==> src/rtl/nes_pad_target.sv <==
// NES joypad emulator on the two-wire bridge bus: answers reads at ADDRESS
// with a fresh snapshot of the button lines per byte, MSB first.
module nes_pad_target #(
  parameter logic [6:0]  ADDRESS     = 7'h52,
  parameter int unsigned SYNC_STAGES = 2
) (
  input  logic       clk,
  input  logic       rst,
  input  logic       scl_in,
  input  logic       sda_in,
  output logic       sda_out,
  input  logic [7:0] joypad,
  output logic       busy,
  output logic       byte_done,
  output logic       acked
);

  typedef enum logic [2:0] {
    IDLE,
    ADDR,
    ADDR_ACK,
    TX,
    MST_ACK,
    WAIT_STOP
  } state_t;

  state_t                 state;
  logic [SYNC_STAGES-1:0] scl_sync;
  logic [SYNC_STAGES-1:0] sda_sync;
  logic                   scl_q;
  logic                   sda_q;
  logic [3:0]             bit_cnt;
  logic [6:0]             addr_sr;
  logic [6:0]             tx_sr;
  logic                   phase;

  logic       scl_s;
  logic       sda_s;
  logic       scl_rise;
  logic       scl_fall;
  logic       start_det;
  logic       stop_det;
  logic [7:0] addr_next;

  // Input synchronizers plus one history stage; idle bus level is high.
  always_ff @(posedge clk) begin
    if (rst) begin
      scl_sync <= '1;
      sda_sync <= '1;
      scl_q    <= 1'b1;
      sda_q    <= 1'b1;
    end else begin
      scl_sync <= {scl_sync[SYNC_STAGES-2:0], scl_in};
      sda_sync <= {sda_sync[SYNC_STAGES-2:0], sda_in};
      scl_q    <= scl_s;
      sda_q    <= sda_s;
    end
  end

  assign scl_s     = scl_sync[SYNC_STAGES-1];
  assign sda_s     = sda_sync[SYNC_STAGES-1];
  assign scl_rise  = scl_s & ~scl_q;
  assign scl_fall  = ~scl_s & scl_q;
  assign start_det = scl_s & scl_q & sda_q & ~sda_s;
  assign stop_det  = scl_s & scl_q & ~sda_q & sda_s;
  assign addr_next = {addr_sr, sda_s};

  // Protocol FSM; bus conditions override every state.
  always_ff @(posedge clk) begin
    if (rst) begin
      state     <= IDLE;
      sda_out   <= 1'b1;
      busy      <= 1'b0;
      byte_done <= 1'b0;
      acked     <= 1'b0;
      bit_cnt   <= 4'd0;
      addr_sr   <= 7'd0;
      tx_sr     <= 7'd0;
      phase     <= 1'b0;
    end else begin
      byte_done <= 1'b0;
      if (stop_det) begin
        state   <= IDLE;
        sda_out <= 1'b1;
        busy    <= 1'b0;
        bit_cnt <= 4'd0;
        phase   <= 1'b0;
      end else if (start_det) begin
        state   <= ADDR;
        sda_out <= 1'b1;
        busy    <= 1'b0;
        bit_cnt <= 4'd0;
        phase   <= 1'b0;
      end else begin
        case (state)
          IDLE: begin
            sda_out <= 1'b1;
            busy    <= 1'b0;
          end
          ADDR: begin
            if (scl_rise) begin
              addr_sr <= addr_next[6:0];
              if (bit_cnt != 4'd8) bit_cnt <= bit_cnt + 4'd1;
              if (bit_cnt == 4'd7) begin
                phase <= 1'b0;
                state <= (addr_next == {ADDRESS, 1'b1}) ? ADDR_ACK : WAIT_STOP;
              end
            end
          end
          ADDR_ACK: begin
            if (scl_fall) begin
              if (!phase) begin
                sda_out <= 1'b0;
                busy    <= 1'b1;
                phase   <= 1'b1;
              end else begin
                tx_sr   <= joypad[6:0];
                sda_out <= joypad[7];
                bit_cnt <= 4'd0;
                state   <= TX;
              end
            end
          end
          TX: begin
            if (scl_rise) begin
              if (bit_cnt != 4'd8) bit_cnt <= bit_cnt + 4'd1;
            end else if (scl_fall) begin
              if (bit_cnt == 4'd8) begin
                sda_out <= 1'b1;
                phase   <= 1'b0;
                state   <= MST_ACK;
              end else if (bit_cnt != 4'd0) begin
                sda_out <= tx_sr[6];
                tx_sr   <= {tx_sr[5:0], 1'b0};
              end
            end
          end
          MST_ACK: begin
            if (scl_rise && !phase) begin
              byte_done <= 1'b1;
              acked     <= ~sda_s;
              if (sda_s) state <= WAIT_STOP;
              else       phase <= 1'b1;
            end else if (scl_fall && phase) begin
              // Master asked for more: take a fresh snapshot for this byte.
              tx_sr   <= joypad[6:0];
              sda_out <= joypad[7];
              bit_cnt <= 4'd0;
              phase   <= 1'b0;
              state   <= TX;
            end
          end
          WAIT_STOP: begin
            sda_out <= 1'b1;
          end
          default: begin
            state   <= IDLE;
            sda_out <= 1'b1;
            busy    <= 1'b0;
          end
        endcase
      end
    end
  end

endmodule

==> config.mk <==
export PLATFORM = sky130hd
export DESIGN_NAME = nes_pad_target
export DESIGN_NICKNAME = d
export VERILOG_FILES = /design/src/rtl/nes_pad_target.sv
export SDC_FILE = /design/constraint.sdc
export NUM_CORES = 1
export LEC_CHECK = 0
export CAP_MARGIN = 0
export CORE_UTILIZATION = 33
export CTS_CLUSTER_DIAMETER = 60
export DETAILED_ROUTE_END_ITERATION = 10
export PLACE_DENSITY_LB_ADDON = 0.12
export RECOVER_POWER = 100
export SLEW_MARGIN = 20
export SYNTH_ARGS = -nofsm -noshare
export SYNTH_HDL_FRONTEND = slang
export SYNTH_SLANG_ARGS = --single-unit
==> constraint.sdc <==
create_clock -name clk -period 1.65 [get_ports clk]
set_input_delay 0.33 -clock clk [delete_from_list [all_inputs] [get_ports clk]]
set_output_delay 0.33 -clock clk [all_outputs]
set_load 0.02 [all_outputs]
---- After elaboration in Yosys (flattened, before gate mapping) ----
Cells that the tools add are included.
word-level totals
  logic and storage cells ................. 144
  output and inout port bits .............. 4
  input bits .............................. 12
  flip-flop bits (word level) ............. 32
operators by class
  reductions and logical operators ........ 23
  add/subtract/negate cells ............... 1
  bitwise logic cells ..................... 17
  eq/ne operators ......................... 37
  mux-type cells .......................... 52
operators with widths
  cell                  number
  $mux W7               8
  $mux W3               11
  $ne A3 B3 Y1 const B  11
  $mux W4               6
  $ne A2 B2 Y1 const B  12
  $mux W1               21
  $pmux W7 S3           1
  $reduce_and A10 Y1    2
  $pmux W3 S5           1
  $reduce_and A7 Y1     2
  $ne A4 B4 Y1 const B  3
  $pmux W4 S3           1
  $reduce_and A11 Y1    1
  $not A1 Y1            10
  $reduce_and A9 Y1     1
  $eq A8 B8 Y1 const B  1
  $pmux W1 S4           2
  $reduce_and A4 Y1     2
  $reduce_bool A4 Y1    2
  $reduce_or A4 Y1      2
  $and A1 B1 Y1         7
  $eq A3 B2 Y1 const B  2
  $eq A3 B3 Y1 const B  2
  $ne A2 B1 Y1 const B  3
  other kinds (12)      16

---- Logic depth before layout (Yosys ltp) ----
Gate-level depths: netlist of run 1.
  depth after elaboration ................. 7
  depth in mapped cells ................... 6
  mapped depth without buffers ............ 6

---- Worst setup path after synthesis of run 1 ----
OpenSTA, ideal clock, no wires.
  path kind ............................... reg2reg
  from .................................... reg bit_cnt[0]
  to ...................................... reg state[1]
  cell stages (with the launch flop) ...... 7
  buffers on the path ..................... 0
  setup slack ............................. -0.080 ns
  period minus slack after synthesis ...... 1.730 ns
  library setup time ...................... 0.117 ns
  data required time ...................... 1.533 ns
  data arrival time ....................... 1.613 ns
  cells stage by stage .................... dfxtp_1 > inv_1 > ha_1 > and3b_1 > a221oi_1 > nor4_2 > a32o_1
between the ends
  longest elaborated chain between the ends .. 3
  elaborated cells on any way between the ends .. 5
  classes of those cells .................. eq/ne (4); reduce/logical (1)
RTL lines
  item                                          RTL line  RTL
  from (decl)                                   32        logic [3:0] bit_cnt;
  from (signal assigned)                        103       if (bit_cnt != 4'd8) bit_cnt <= bit_cnt + 4'd1;
  from (signal assigned)                        126       if (bit_cnt != 4'd8) bit_cnt <= bit_cnt + 4'd1;
  $eq A4 B4 Y1 or $eq A4 B3 Y1 (tied branches)  128, 104
  $ne A2 B2 Y1 (no line)                        n/a
  $reduce_and A10 Y1 (no line) (*)              n/a
  to (signal assigned)                          106       state <= (addr_next == {ADDRESS, 1'b1}) ? ADDR_ACK : WAIT_STOP;
  to (decl)                                     27        state_t state;
Mark *: on every way between the ends. The rest lies on a longest branch, timed or not.
A chain may end at the register's enable or synchronous reset.

---- Final worst setup path of run 1 ----
  from .................................... reg scl_sync[1]
  to ...................................... reg phase
between the ends
  longest elaborated chain between the ends .. 5
  elaborated cells on any way between the ends .. 20
  classes of those cells .................. eq/ne (6); mux (2); bitwise (8); reduce/logical (4)
RTL lines
  item                         RTL line  RTL
  from (decl)                  28        logic [SYNC_STAGES-1:0] scl_sync;
  from (signal assigned)       53        scl_sync <= {scl_sync[SYNC_STAGES-2:0], scl_in};
  $not A1 Y1                   63        assign scl_fall = ~scl_s & scl_q;
  $and A1 B1 Y1                63
  $logic_and A1 B1 Y1          144       end else if (scl_fall && phase) begin
  $ne A3 B3 Y1 (no line)       n/a
  $reduce_and A9 Y1 (no line)  n/a
  to (signal assigned)         79        phase <= 1'b0;
  to (signal assigned)         143       else phase <= 1'b1;
  to (signal assigned)         149       phase <= 1'b0;
  to (decl)                    35        logic phase;
Parallel ways exist; a longest one is shown, timed or not.

==> impl_results.md, run 1 <==
* Crit Reg-Reg Startpoint: scl_sync[1]
* WHS Endpoint: scl_sync[1]
* TritonCTS Buffers at 5
* Clk pin slew, worst setup/hold paths at 70 ps
* Area Growth Syn to Fin at 46.1%
* Comb pwr share at 0.136
* First-pass GRT wire length at 8.54 mm
* Setup slack at placement at -288 ps
* Max clock buf depth at 2
* Die area at 5790 um2
* Num Clock Sinks at 32
* P_int at 1.19 mW
* Clock Power Share at 0.361
* Worst-Margin Slew at 496 ps
* Hold depth at 1
* Syn Area/Cell at 8.55 um2
* WL per Instance at 15.2 um
* Synth Register Bits at 32
* Hold path start: scl_sync[0]
* Routability cong. at 0.796
* Post-Syn Area at 1810 um2
* Reg2Reg Depth at 6
* # nets final at 286
* Failing checks: setup timing
* Ratio of cells with drive above 1 in the final layout at 0.382
* Vias in the first global route at 1,767
* CTS tree: built
* RSZ-0062 raised after global routing: yes
* Main synth FF type: dfxtp_1
* Remaining global-route overflow at 0
* WP data required at 1860 ps
* Post-synthesis sequential area ratio at 0.354
* Die Span Y at 76.1 um
* Min cycle time layout at 1730 ps
* Final ANT Viol Nets at 0
* CTS Root Cell: clkbuf_8
* Post-DP HPWL at 3.64 mm
* Rows at 26
* Reg2reg setup slack at -80 ps
* Net Sw Frac at 0.253
* Routed wire length at 5.18 mm
* Final Setup Violations at 4
* Starting DRC count in detailed routing at 79
* Setup_tns at -248 ps
* Die Wd at 76.1 um
* Worst-path fanout max at 9
* Vias per inst at 5.38
* Core Area at 5200 um2
* Mapped Cells at 212
* Non-Filler Instances at 342
* IO Pins at 16
* Mapped Nets at 226
* Max Fclk at 0.578 GHz
* Final WS setup at -81.1 ps
* Status: finished with violations
* Async SR Flop Fraction at 0
* Slew headroom at 0.670
* Vias after detailed routing at 1,841
* Crit path DAT at 1940 ps
* Antenna fix cells at 0
* CP Capture Type: register
* Pwr/cell area at 600 nW/um2
* Netlist cell types at 57
* Crit start category: register
* Peak supply drop at 0.000333 V
* Reg-to-Reg End: phase
* Largest net degree at the start of global routing at 15
* Max-Cap Viols at 0
* Type of the worst min-delay path: reg2reg
* Initial antenna violation count at 0
* Post-Place Cells at 332
* Number of port buffers at 15
* Critical path class: reg2reg
* Final Cycle Share at 1.05
* Later-pin clock latency in the skew report at 280 ps
* Psw at 0.403 mW
* Leak at 0.979 nW
* Router iterations before antenna repair at 4
* GRT Total Usage at 0.186
* Syn. warnings at 0
* H-tree level count at 2
* Clock Skew at 2.81 ps
* Worst Hold Slack at 414 ps
* Initial Util at 0.348
* Most common cell after layout, fill and taps aside: buf_4
* Final hold vios at 0
* Most frequent cells in the layout: buf_4 (48), nand2_1 (24), dfxtp_1 (24), nand3_1 (17), a21oi_1 (15)
* Max Slew Vio Count at 0
* Post-synth EDFFs at 0
* Flop pwr share at 0.503
* DR DRC count at 0
worst max-delay path by stage:
stage | startpoint | endpoint | slack (ps) | cells past startpoint
finish | scl_sync[1] | phase | -80 | 6
global route | bit_cnt[1] | state[2] | -140 | 8
CTS | bit_cnt[1] | state[1] | -60 | 6
detailed placement | bit_cnt[1] | tx_sr[2] | -290 | 6
global placement | bit_cnt[1] | tx_sr[5] | -260 | 6
floorplan | bit_cnt[0] | state[1] | 4 | 6
power by group through the flow:
stage               Clock (mW)  Combinational (mW)  Sequential (mW)
CTS                      0.592               0.203            0.798
finish                   0.573               0.216            0.800
floorplan                    0               0.104            0.808
global placement             0               0.192            0.814
detailed placement           0               0.191            0.814
global route             0.636               0.235            0.801
cell usage after synthesis, types with 3 or more instances:
| library cell | n | area share |
|---|---|---|
| a311oi_1 | 6 | 0.029 |
| nor2_1 | 5 | 0.010 |
| or4_1 | 4 | 0.017 |
| and2_1 | 3 | 0.010 |
| nand3b_1 | 4 | 0.017 |
| nand3_1 | 17 | 0.047 |
| buf_4 | 3 | 0.012 |
| buf_2 | 5 | 0.014 |
| and3b_1 | 4 | 0.019 |
| a31oi_1 | 7 | 0.024 |
| nand2b_1 | 3 | 0.010 |
| mux2i_1 | 5 | 0.028 |
| or2_2 | 6 | 0.021 |
| dfxtp_1 | 32 | 0.35 |
| a21oi_1 | 17 | 0.047 |
| nand2_1 | 24 | 0.050 |
| nor2b_1 | 6 | 0.021 |
| inv_1 | 4 | 0.0083 |
| nor4bb_1 | 3 | 0.017 |
| clkbuf_1 | 6 | 0.012 |
| o21ai_0 | 5 | 0.014 |
timing repair:
item | CTS | global route
hold buffers | 0 | 0
gates resized for setup | 21 | 25
setup buffers | 3 | 0
cloned | 0 | 0
pin swaps | 7 | 11
endpoints found under the hold margin | 0 | 0
endpoints found under the setup margin | 22 | 22
kinds of logic (layout without fill, tap and decap cells):
family / after synthesis / count (layout) / share of synthesized area
simple gates: 96 / 96 / 0.324
fa+ha+maj: 2 / 2 / 0.0138
buf+inv: 19 / 79 / 0.0532
mux: 5 / 5 / 0.0276
flops: 32 / 32 / 0.354
xor+xnor: 1 / 1 / 0.00484
compound gates: 57 / 57 / 0.223
layer usage:
layer	track usage	share of wire	wire length, um	vias to the layer above
li1	-	-	-	907
met1	0.243	0.45	2340	870
met5	0	0	0	-
met4	0.0808	0.019	99	0
met2	0.295	0.48	2510	53
met3	0.0407	0.046	237	11
registers in the layout, indices dropped and copies added (netlist names):
register   cells
bit_cnt        4
acked          1
busy           1
byte_done      1
sda_sync       2
scl_q          1
state          3
scl_sync       2
sda_out        1
tx_sr          7
addr_sr        7
phase          1
sda_q          1
critical path: stages, from the launching register on:
cell      delay [ps]
dfxtp_2          420
clkbuf_1         160
nor3b_4          260
buf_4            170
a21oi_1           70
or4_1            440
mux2i_1          150
through the flow:
stage | power (mW) | area (um2) | utilization
2_1_floorplan | 0.912 | 1820 | -
3_3_place_gp | 1.01 | 2350 | 0.452
3_5_place_dp | 1.01 | 2350 | 0.452
4_1_cts | 1.59 | 2530 | 0.486
5_1_grt | 1.67 | 2650 | 0.508
6_report | 1.59 | 2650 | 0.508
final cells by class:
type	instances	area [um2]
multi-input cells	161	1270
clock inverters	1	5.00
well taps	70	87.6
clock buffers	6	72.6
repair buffers	68	544
inverters	4	15.0
flip-flops and latches	32	653
fillers	507	2560
Power figures use the tool's default switching activity.
==> run 2, diff against run 1 <==
==> constraint.sdc (replaced) <==
create_clock -name clk -period 2 [get_ports clk]
set_input_delay 0.4 -clock clk [delete_from_list [all_inputs] [get_ports clk]]
set_output_delay 0.4 -clock clk [all_outputs]
set_load 0.02 [all_outputs]
==> impl_results.md, run 2 (same netlist as run 1, synthesis figures left out) <==
* Most frequent cells in the layout: dfxtp_1 (32), nand2_1 (24), buf_4 (19), nand3_1 (17), a21oi_1 (17)
* Final core occ at 0.431 (-0.0779)
* Worst-path fanout max at 13 (+4)
* Type of the worst min-delay path: reg2reg
* Hold path start: scl_sync[0]
* Status: finished clean
* Crit path DAT at 2060 ps (+120 ps)
* Top Registers: addr_sr (7), tx_sr (7), bit_cnt (4)
* WL per Instance at 14.4 um (-4.9%)
* # hold bufs at CTS at 0 (unchanged)
* Die area at 5790 um2 (unchanged)
* Routability cong. at 0.834 (+4.9%)
* Pwr/cell area at 631 nW/um2 (+5.0%)
* Die Span Y at 76.1 um (unchanged)
* Min cycle time layout at 1880 ps (+147 ps)
* Cell Area, Placed at 2130 um2 (-9.3%)
* Psw at 0.331 mW (-18%)
* Num Clock Sinks at 32 (unchanged)
* Core Area at 5200 um2 (unchanged)
* Peak supply drop at 0.000299 V (-10%)
* Post-DP HPWL at 3.26 mm (-10%)
* Area Growth Syn to Fin at 23.7%
* Setup crit start: state[2]
* Clock Power Share at 0.439 (+0.078)
* Remaining global-route overflow at 0 (unchanged)
* Initial Util at 0.348 (unchanged)
* Leak at 0.800 nW (-18%)
* Vias per inst at 5.31 (-1.3%)
* Final Setup Violations at 0 (-4)
* Max Slew Vio Count at 0 (unchanged)
* Final ANT Viol Nets at 0 (unchanged)
* Starting DRC count in detailed routing at 160 (+100%)
* CP Capture Type: register
* Setup_tns at 0 ps (+248 ps)
* Non-Filler Instances at 312 (-8.8%)
* Final WS setup at 122 ps (+203 ps)
* Later-pin clock latency in the skew report at 290 ps (about the same)
* Critical path, cell by cell: or3b_1 > nor3_2 > nor4_2 > a32o_1
* GRT Total Usage at 0.169 (-0.0167)
* Largest net degree at the start of global routing at 23 (+8)
* CTS Root Cell: clkbuf_8
* Post-Place Cells at 304 (-8.4%)
* Max-Cap Viols at 0 (unchanged)
* Clk pin slew, worst setup/hold paths at 70 ps (about the same)
* Crit Reg-Reg Startpoint: state[2]
* Most common cell after layout, fill and taps aside: dfxtp_1
* Final Cell Area at 2240 um2 (-15%)
* Number of port buffers at 15 (unchanged)
* Routed wire length at 4.50 mm (-13%)
* Ratio of cells with drive above 1 in the final layout at 0.186 (-0.196)
* Max Fclk at 0.533 GHz (-7.8%)
* Slew headroom at 0.399 (-0.271)
* Crit start category: register
* Net Sw Frac at 0.234 (-0.0192)
* P_int at 1.08 mW (-8.8%)
* Cell family with most CP delay: simple AND/OR/NAND/NOR gates
* CP bufs+invs at 0 (-2)
* Rows at 26 (unchanged)
* Initial antenna violation count at 0 (unchanged)
* Antenna fix cells at 0 (unchanged)
* Max clock buf depth at 2 (unchanged)
* # nets final at 255 (-11%)
* Flop pwr share at 0.466 (-0.037)
* CTS tree: built
* Die Wd at 76.1 um (unchanged)
* Worst-Margin Slew at 901 ps (+406 ps)
* Clock Skew at 2.22 ps (-0.591 ps)
* Critical Path Max Stage Delay at 580 ps (+140 ps)
* First-pass GRT wire length at 7.82 mm (-8.3%)
* WP data required at 2180 ps (+320 ps)
* Critical path class: reg2reg
* Setup slack at placement at 6.27 ps (+295 ps)
* H-tree level count at 2 (unchanged)
* Comb pwr share at 0.095 (-0.041)
* TritonCTS Buffers at 5 (unchanged)
* IO Pins at 16 (unchanged)
* Final hold vios at 0 (unchanged)
* Vias after detailed routing at 1,657 (-10%)
* DR DRC count at 0 (unchanged)
* Vias in the first global route at 1,578 (-11%)
* Crit-path slowest cell: dfxtp_1
* RSZ-0062 raised after global routing: no
* Router iterations before antenna repair at 4 (unchanged)
* Final Cycle Share at 0.939 (-0.110)
run 2: power by group through the flow:
stage	clock network (mW)	logic, mW	registers (mW)
final	0.621	0.135	0.658
after global routing	0.664	0.149	0.659
after CTS	0.640	0.139	0.657
after detailed placement	0	0.138	0.672
after global placement	0	0.139	0.672
after floorplan	0	0.0853	0.666
run 2: repair_timing:
action                                  in CTS  in global routing
hold endpoints to repair                     0                  0
endpoints found under the setup margin       6                  1
gates resized for setup                      1                  1
pin swaps                                    0                  0
buffers inserted                             0                  0
run 2: stage by stage:
step | hold slack [ps] | power (mW)
floorplan | 389 | 0.752
global placement | 391 | 0.811
detailed placement | 394 | 0.810
CTS | 410 | 1.44
global route | 418 | 1.47
finish | 410 | 1.41
run 2: routing by layer:
layer,vias up,routed length (um),track usage
met4,0,69,0.0635
met3,6,170,0.0323
met2,41,2020,0.257
met1,772,2240,0.236
met5,-,0,0
li1,838,-,-
run 2: worst paths after layout:
| kind | to | slack, ps | cells after the start |
|---|---|---|---|
| min | scl_sync[1] | 410 | 1 |
| max reg2reg | state[1] | 120 | 4 |
| min reg2reg | scl_sync[1] | 410 | 1 |
| max | state[1] | 120 | 4 |
run 2: final cells by class:
| cell class | instances | area [um2] |
|---|---|---|
| clock buffers | 6 | 72.6 |
| clock inverters | 2 | 35.0 |
| fillers | 570 | 2960 |
| inverters | 4 | 15.0 |
| multi-input cells | 161 | 1090 |
| flip-flops and latches | 32 | 641 |
| well taps | 70 | 87.6 |
| repair buffers | 37 | 304 |
==> run 3, diff against run 2 <==
--- a/config.mk
+++ b/config.mk
@@ -6,6 +6,7 @@
 export NUM_CORES = 1
 export LEC_CHECK = 0
 export CAP_MARGIN = 0
+export CORE_MARGIN = 2
 export CORE_UTILIZATION = 33
 export CTS_CLUSTER_DIAMETER = 60
 export DETAILED_ROUTE_END_ITERATION = 10
==> impl_results.md, run 3 (same netlist as run 1, synthesis figures left out) <==
* Status: finished clean
* WP data required at 2180 ps (about the same)
* Routability cong. at 0.896 (+7.4%)
* Die area at 6100 um2 (+5.3%)
* Reg-to-Reg End: state[1]
* Num Clock Sinks at 32 (unchanged)
* Crit-path slowest cell: or3b_1
* Worst Hold Slack at 408 ps (-1.89 ps)
* Hold depth at 1 (unchanged)
* Die Span Y at 78.1 um (+2.6%)
* Later-pin clock latency in the skew report at 290 ps (about the same)
* Die Wd at 78.1 um (+2.6%)
* Core Area at 5200 um2 (unchanged)
* Reg2Reg Depth at 5 (+1)
* Post-Place Cells at 307 (+0.99%)
* Starting DRC count in detailed routing at 122 (-24%)
* Leak at 0.802 nW (+0.32%)
* Setup_tns at 0 ps (unchanged)
* Critical Path Max Stage Delay at 450 ps (-130 ps)
* DR DRC count at 0 (unchanged)
* Most frequent cells in the layout: dfxtp_1 (32), nand2_1 (24), buf_4 (20), nand3_1 (17), a21oi_1 (17)
* Max clock buf depth at 2 (unchanged)
* Number of port buffers at 15 (unchanged)
* Routed wire length at 4.54 mm (+1.1%)
* CTS Root Cell: clkbuf_8
* Max Fclk at 0.533 GHz (+0.12%)
* Clock Skew at 2.67 ps (+0.447 ps)
* Pwr/cell area at 585 nW/um2 (-7.3%)
* Final Cell Area at 2260 um2 (+0.78%)
* Hold path start: scl_sync[0]
* Slew headroom at 0.603 (+0.204)
* IO Pins at 16 (unchanged)
* H-tree level count at 2 (unchanged)
* Ratio of cells with drive above 1 in the final layout at 0.196 (+0.00997)
* GRT Total Usage at 0.159 (-0.0104)
* Gr busiest metal: met2
* Critical path class: reg2reg
* Rows at 26 (unchanged)
* CP Capture Type: register
* Cell Area, Placed at 2160 um2 (+1.1%)
* Peak supply drop at 0.000344 V (+15%)
* Reg2reg setup slack at 120 ps (about the same)
* Final ANT Viol Nets at 0 (unchanged)
* # nets final at 258 (+1.2%)
* Crit Reg-Reg Startpoint: state[0]
* First-pass GRT wire length at 7.62 mm (-2.6%)
* Worst-Margin Slew at 595 ps (-306 ps)
* Type of the worst min-delay path: reg2reg
* Antenna fix cells at 0 (unchanged)
* M1 GR Usage at 0.216 (-0.0197)
* Final hold vios at 0 (unchanged)
* Max Slew Vio Count at 0 (unchanged)
* Final Cycle Share at 0.938 (-0.00109)
* Most common cell after layout, fill and taps aside: dfxtp_1
* Worst-path fanout max at 12 (-1)
* Router iterations before antenna repair at 4 (unchanged)
* CTS tree: built
* Vias in the first global route at 1,581 (+0.19%)
* WHS Endpoint: scl_sync[1]
* Max-Cap Viols at 0 (unchanged)
* # hold bufs at CTS at 0 (unchanged)
* Top Registers: addr_sr (7), tx_sr (7), bit_cnt (4)
* Met2 Use GR at 0.238 (-0.0193)
* Critical path, cell by cell: buf_4 > or3b_1 > nor3_2 > nor4_4 > a32o_1
* Initial antenna violation count at 0 (unchanged)
* Vias per inst at 5.29 (-0.35%)
* Crit start category: register
* Setup slack at placement at -5.91 ps (-12.2 ps)
* Min cycle time layout at 1880 ps (-2.18 ps)
* Initial Util at 0.348 (unchanged)
* Crit path DAT at 2050 ps (about the same)
* Area Growth Syn to Fin at 24.7%
* Largest net degree at the start of global routing at 14 (-39%)
* Final Setup Violations at 0 (unchanged)
* Non-Filler Instances at 315 (+0.96%)
* Vias after detailed routing at 1,667 (+0.60%)
* Remaining global-route overflow at 0 (unchanged)
* Clk pin slew, worst setup/hold paths at 70 ps (about the same)
* WL per Instance at 14.4 um (+0.13%)
* Met3 Usage GRT at 0.0322 (-0.000151)
* Post-DP HPWL at 3.35 mm (+2.6%)
* TritonCTS Buffers at 5 (unchanged)
* Final WS setup at 124 ps (+2.18 ps)
==> run 3: cell count changes in the layout (fill, tap and decap cells not counted), sizes merged <==
cell	before	now
buf	19	20
clkinv	1	0
bufinv	1	0
clkbuf	9	12
clkinvlp	0	1
==> run 3: worst max path at each step <==
stage,from,end,slack [ps],cells after the start
final,state[0],state[1],120,5
after global routing,state[0],state[0],-8,6
after CTS,state[0],state[2],40,6
after detailed placement,bit_cnt[0],tx_sr[5],-6,6
after global placement,bit_cnt[0],tx_sr[4],40,6
after floorplan,bit_cnt[0],state[1],270,6
==> run 3: timing repair <==
| item | CTS | global route |
|---|---|---|
| endpoints found under the setup margin | 3 | 4 |
| buffers inserted | 0 | 0 |
| gates resized for setup | 1 | 3 |
==> run 3: area by class of cell <==
| cell class | instances | area [um2] |
|---|---|---|
| clock buffer | 7 | 86.3 |
| clock inverter | 1 | 7.51 |
| fill | 528 | 2950 |
| inverter | 4 | 15.0 |
| multi-input combinational | 161 | 1100 |
| sequential | 32 | 641 |
| tap | 70 | 87.6 |
| timing repair buffer | 40 | 320 |
==> run 3: power breakdown <==
part           leakage, nW  switching (mW)  internal [mW]
Combinational        0.499          0.0710         0.0690
Sequential           0.259          0.0117          0.645
Clock               0.0445           0.244          0.279
Total                0.802           0.327          0.994
==> run 3: through the flow <==
stage	power, mW	utilization
floorplan	0.752	-
global placement	0.812	0.414
detailed placement	0.810	0.414
CTS	1.34	0.433
global route	1.38	0.434
finish	1.32	0.434
==> run 3: critical path, delay by kind of cell, from the launching register on <==
family | cells | cell delay [ps]
DFF | 1 | 430
AOI/OAI and AO/OA | 1 | 240
and+or+nand+nor | 3 | 900
buffers and inverters | 1 | 200
==> run 3: routing by layer <==
| layer | routed length [um] | vias up |
|---|---|---|
| met5 | 0 | - |
| met4 | 106 | 0 |
| met3 | 166 | 11 |
| met2 | 2010 | 37 |
| met1 | 2260 | 772 |
| li1 | - | 847 |
==> RTL change 1: new RTL, flow settings as in run 1 <==
Reset style: asynchronous (`rst`), changed in 2 clocked blocks.
--- a/src/rtl/nes_pad_target.sv
+++ b/src/rtl/nes_pad_target.sv
@@ -44,5 +44,5 @@
 
   // Input synchronizers plus one history stage; idle bus level is high.
-  always_ff @(posedge clk) begin
+  always_ff @(posedge clk or posedge rst) begin
     if (rst) begin
       scl_sync <= '1;
@@ -67,5 +67,5 @@
 
   // Protocol FSM; bus conditions override every state.
-  always_ff @(posedge clk) begin
+  always_ff @(posedge clk or posedge rst) begin
     if (rst) begin
       state     <= IDLE;
Formal check against the unedited RTL: no difference found for any inputs over 10 cycles, from zero or initial values and one cycle with rst high; that may be too few to reach the edited logic, so the function may still have changed.
==> RTL change 1 against run 1 <==
  * The flow still finishes with violations (negative setup slack)
  * Sequential cell count stayed put
  * Area after synthesis is 2.4% lower
  * First-iteration DRC count fell by 16%
  * Final area decreased by 3.4%
  * Sequential share of layout area is 7.0 points higher
  * Clock skew grew 0.0055 ns
  * Setup slack got worse by 0.29 ns
  * Routed wire length decreased by 16%
  * Critical endpoint is now state[0]
Power is not compared: it rests on default switching activity, and its combinational part moved more than twofold at a synthesized area within 25%.
==> RTL change 1: results (changes against run 1) <==
{
  "status": {"value": "complete, but fails checks", "change": "unchanged"},
  "failed_checks": {"value": "negative setup slack", "change": "unchanged"},
  "grt_pass1_wl": {"value": 7380, "unit": "µm", "change": "was 8540 µm"},
  "grt.met3_usage": {"value": 4.02, "unit": "%", "change": "was 4.07%"},
  "crit-reg2reg-launch": {"value": "bit_cnt[1]", "change": "was scl_sync[1]"},
  "finClkSkew": {"value": 0.00831, "unit": "ns", "change": "was 0.00281 ns"},
  "groute.layer.met1.usage": {"value": 23.0, "unit": "%", "change": "was 24.3%"},
  "cell_variety_after_synth": {"value": 51, "change": "was 57"},
  "layout_setup_ws": {"value": -0.367, "unit": "ns", "change": "was -0.0811 ns"},
  "route.detailed.vias_per_inst": {"value": 5.04, "change": "was 5.38"},
  "min_from": {"value": "sda_sync[0]", "change": "was scl_sync[0]"},
  "hold-worst-slack": {"value": 0.358, "unit": "ns", "change": "was 0.414 ns"},
  "path_depth_of_the_worst_reg2reg_path": {"value": 7, "change": "was 6"},
  "post_route_cells_drive_above_1_share": {"value": 43.9, "unit": "%", "change": "was 38.2%"},
  "drt_iter0_drc": {"value": 66, "change": "was 79"},
  "synth.cells.most_frequent": {"value": "sky130_fd_sc_hd__dfrtp_1 (25), sky130_fd_sc_hd__mux2_2 (19), sky130_fd_sc_hd__nand2_1 (12)", "change": "was sky130_fd_sc_hd__dfxtp_1 (32), sky130_fd_sc_hd__nand2_1 (24), sky130_fd_sc_hd__a21oi_1 (17), sky130_fd_sc_hd__nand3_1 (17), sky130_fd_sc_hd__a31oi_1 (7)"},
  "critPathSlowestCell": {"value": "sky130_fd_sc_hd__or4_4", "change": "was sky130_fd_sc_hd__or4_1"},
  "finalSetupViolCount": {"value": 15, "change": "was 4"},
  "critical_path.max_stage_delay": {"value": 0.52, "unit": "ns", "change": "was 0.44 ns"},
  "nNetsFinal": {"value": 241, "change": "was 286"},
  "gpl.final_weighted_congestion": {"value": 0.891, "change": "was 0.796"},
  "detailed_place_hpwl": {"value": 3100, "unit": "µm", "change": "was 3640 µm"},
  "post_synth_main_area_contributors": {"value": "sky130_fd_sc_hd__dfrtp_1 (35%), sky130_fd_sc_hd__mux2_2 (12%), sky130_fd_sc_hd__dfstp_2 (10%)", "change": "was sky130_fd_sc_hd__dfxtp_1 (35%), sky130_fd_sc_hd__nand2_1 (5.0%), sky130_fd_sc_hd__a21oi_1 (4.7%)"},
  "hold_path_stages": {"value": 0, "change": "was 1"},
  "via_count_of_the_first_global_routing_pass": {"value": 1551, "change": "was 1,767"}
}
==> RTL change 1: final cells by class <==
type                       count  area (µm²)
tap                           70        87.6
fill                         499        2580
clock inverter                 1        30.0
sequential                    32         810
clock buffer                   7        96.3
inverter                       7        26.3
multi-input combinational    117         978
timing repair buffer          64         528
==> RTL change 1: metal layers <==
metal	up-vias	wire length, µm
li1	722	-
met4	0	95
met3	11	179
met5	-	0
met2	44	2050
met1	725	2030
==> RTL change 1: cell families (layout without fill, tap and decap cells) <==
kind of cell / count (synthesis) / in the layout / share of synthesized area (%)
DFF: 32 / 32 / 45.8
AOI/OAI and AO/OA: 36 / 36 / 13.7
xor gates and xnor gates: 3 / 3 / 1.49
muxes: 23 / 23 / 14.6
buffers and inverters: 17 / 79 / 4.39
adders and majority gates: 2 / 2 / 1.42
and+or+nand+nor: 53 / 53 / 18.5
==> RTL change 1: worst max-delay path: cells and delay by family (launching register included) <==
family | cells | cell delay, ns
DFF | 1 | 0.42
adders and majority gates | 1 | 0.14
AOI/OAI and AO/OA | 1 | 0.21
and+or+nand+nor | 3 | 0.75
buffers and inverters | 1 | 0.09
muxes | 1 | 0.30
==> RTL change 1: worst max-delay path by stage <==
stage	start	slack, ns	cells after the start	end
4_1_cts	bit_cnt[1]	-0.37	6	state[0]
3_3_place_gp	bit_cnt[1]	-0.36	6	state[0]
5_1_grt	bit_cnt[0]	-0.44	6	state[0]
6_report	bit_cnt[1]	-0.37	7	state[0]
2_1_floorplan	bit_cnt[0]	-0.34	7	state[0]
3_5_place_dp	bit_cnt[1]	-0.39	6	state[0]
==> RTL change 1: through the flow <==
stage | cell area [µm²] | instances
6_report | 2560 | 298
5_1_grt | 2560 | 298
3_3_place_gp | 2320 | 282
2_1_floorplan | 1810 | 166
4_1_cts | 2540 | 298
3_5_place_dp | 2320 | 282
==> RTL change 1: repair_timing <==
item                                    in CTS  in global routing
pin swaps                                    9                  4
resized for setup                           12                  8
endpoints found under the setup margin      17                 23
gates cloned                                 0                  0
setup buffers                                8                  1
==> RTL change 1: power groups by stage <==
stage          Sequential, mW  Combinational, mW  Clock, mW
2_1_floorplan           0.948              0.504          0
6_report                0.954              0.926      0.830
3_3_place_gp            0.953              0.815          0
5_1_grt                 0.969               1.01      0.899
4_1_cts                 0.954              0.902      0.851
3_5_place_dp            0.968              0.829          0
==> RTL change 2: new RTL, settings of run 1 <==
Without the edit above. `SYNC_STAGES`: 2 -> 4.
--- a/src/rtl/nes_pad_target.sv
+++ b/src/rtl/nes_pad_target.sv
@@ -3,5 +3,5 @@
 module nes_pad_target #(
   parameter logic [6:0]  ADDRESS     = 7'h52,
-  parameter int unsigned SYNC_STAGES = 2
+  parameter int unsigned SYNC_STAGES = 4
 ) (
   input  logic       clk,
Formal check against the unedited RTL: no difference found for any inputs over 10 cycles, from zero or initial values and one cycle with rst high; that may be too few to reach the edited logic, so the function may still have changed.
==> RTL change 2 against run 1 <==
  * The flow still finishes with violations (negative setup slack)
  * Setup slack got worse by 0.086 ns
  * Synthesized cell count rose by 3.3%
  * Largest cell class unchanged
  * Area after synthesis is 0.90% higher
  * Critical path depth up 1
  * Final area increased by 0.76%
  * First-iteration DRC count down 15%
  * Non-clock buffer count rose by 3
  * Die area increased by 0.87%
  * Hold slack worse by 0.00087 ns
  * Sequential cell count rose by 4
  * Routed wire length decreased by 9.9%
Power is not compared: it rests on default switching activity, and its combinational part moved more than twofold at a synthesized area within 25%.
==> RTL change 2: results (changes against run 1) <==
{
  "status": {"value": "complete, but fails checks", "change": "unchanged"},
  "failed_checks": {"value": "negative setup slack", "change": "unchanged"},
  "grt_use_total": {"value": 16.1, "unit": "%", "change": "was 18.6%"},
  "cts_post_setup_buffers_inserted": {"value": 6, "change": "was 3"},
  "crit-reg2reg-launch": {"value": "bit_cnt[1]", "change": "was scl_sync[1]"},
  "post_synth_main_area_contributors": {"value": "sky130_fd_sc_hd__dfxtp_1 (39%), sky130_fd_sc_hd__nor2_1 (5.3%), sky130_fd_sc_hd__mux2i_1 (4.9%)", "change": "was sky130_fd_sc_hd__dfxtp_1 (35%), sky130_fd_sc_hd__nand2_1 (5.0%), sky130_fd_sc_hd__a21oi_1 (4.7%)"},
  "wl_per_cell": {"value": 13.2, "unit": "µm", "change": "was 15.2 µm"},
  "worstHoldEndpoint": {"value": "sda_sync[2]", "change": "was scl_sync[1]"},
  "placement.setup.worst_slack": {"value": -0.186, "unit": "ns", "change": "was -0.288 ns"},
  "crit_fanout": {"value": 3, "change": "was 9"},
  "grt_pass1_wl": {"value": 7600, "unit": "µm", "change": "was 8540 µm"},
  "finalSetupViolCount": {"value": 16, "change": "was 4"},
  "n_multi_input_combinational_cell": {"value": 163, "change": "was 161"},
  "cp.arrival": {"value": 2.04, "unit": "ns", "change": "was 1.94 ns"},
  "filler_cell_count": {"value": 510, "change": "was 507"},
  "path_depth_of_the_worst_reg2reg_path": {"value": 7, "change": "was 6"},
  "multi_input_comb_area": {"value": 0.00116, "unit": "mm²", "change": "was 0.00127 mm²"},
  "grt.met3_usage": {"value": 3.71, "unit": "%", "change": "was 4.07%"},
  "min_from": {"value": "sda_sync[1]", "change": "was scl_sync[0]"},
  "cell_variety_after_synth": {"value": 44, "change": "was 57"},
  "groute.layer.met1.usage": {"value": 21.5, "unit": "%", "change": "was 24.3%"},
  "top_regs": {"value": "addr_sr x7, tx_sr x7", "change": "was addr_sr x7, tx_sr x7, bit_cnt x4"},
  "drt-total-wl": {"value": 4670, "unit": "µm", "change": "was 5180 µm"},
  "layout_setup_ws": {"value": -0.167, "unit": "ns", "change": "was -0.0811 ns"},
  "sh_seq_area": {"value": 27.5, "unit": "%", "change": "was 24.7%"},
  "detailroute.via_count": {"value": 1750, "change": "was 1,841"},
  "detailed_place_hpwl": {"value": 3200, "unit": "µm", "change": "was 3640 µm"}
}
==> RTL change 2: changes by cell type after synthesis, moves of 4 or more <==
cell | before | now
sky130_fd_sc_hd__a21oi_1 | 17 | 7
sky130_fd_sc_hd__a31oi_1 | 7 | 3
sky130_fd_sc_hd__dfxtp_1 | 32 | 36
sky130_fd_sc_hd__mux2i_1 | 5 | 9
sky130_fd_sc_hd__nand2_1 | 24 | 20
sky130_fd_sc_hd__nand3_1 | 17 | 8
sky130_fd_sc_hd__nor2_1 | 5 | 26
sky130_fd_sc_hd__o21ai_0 | 5 | 12
sky130_fd_sc_hd__or2_2 | 6 | 12
==> RTL change 2: critical path, delay by kind of cell (launching register included) <==
family,cells,cell delay (ns)
AND/OR/NAND/NOR,2,0.52
AO/OA/AOI/OAI,3,0.68
adder cells (fa/ha/maj),1,0.13
buffers and inverters,1,0.08
flip-flops,1,0.34
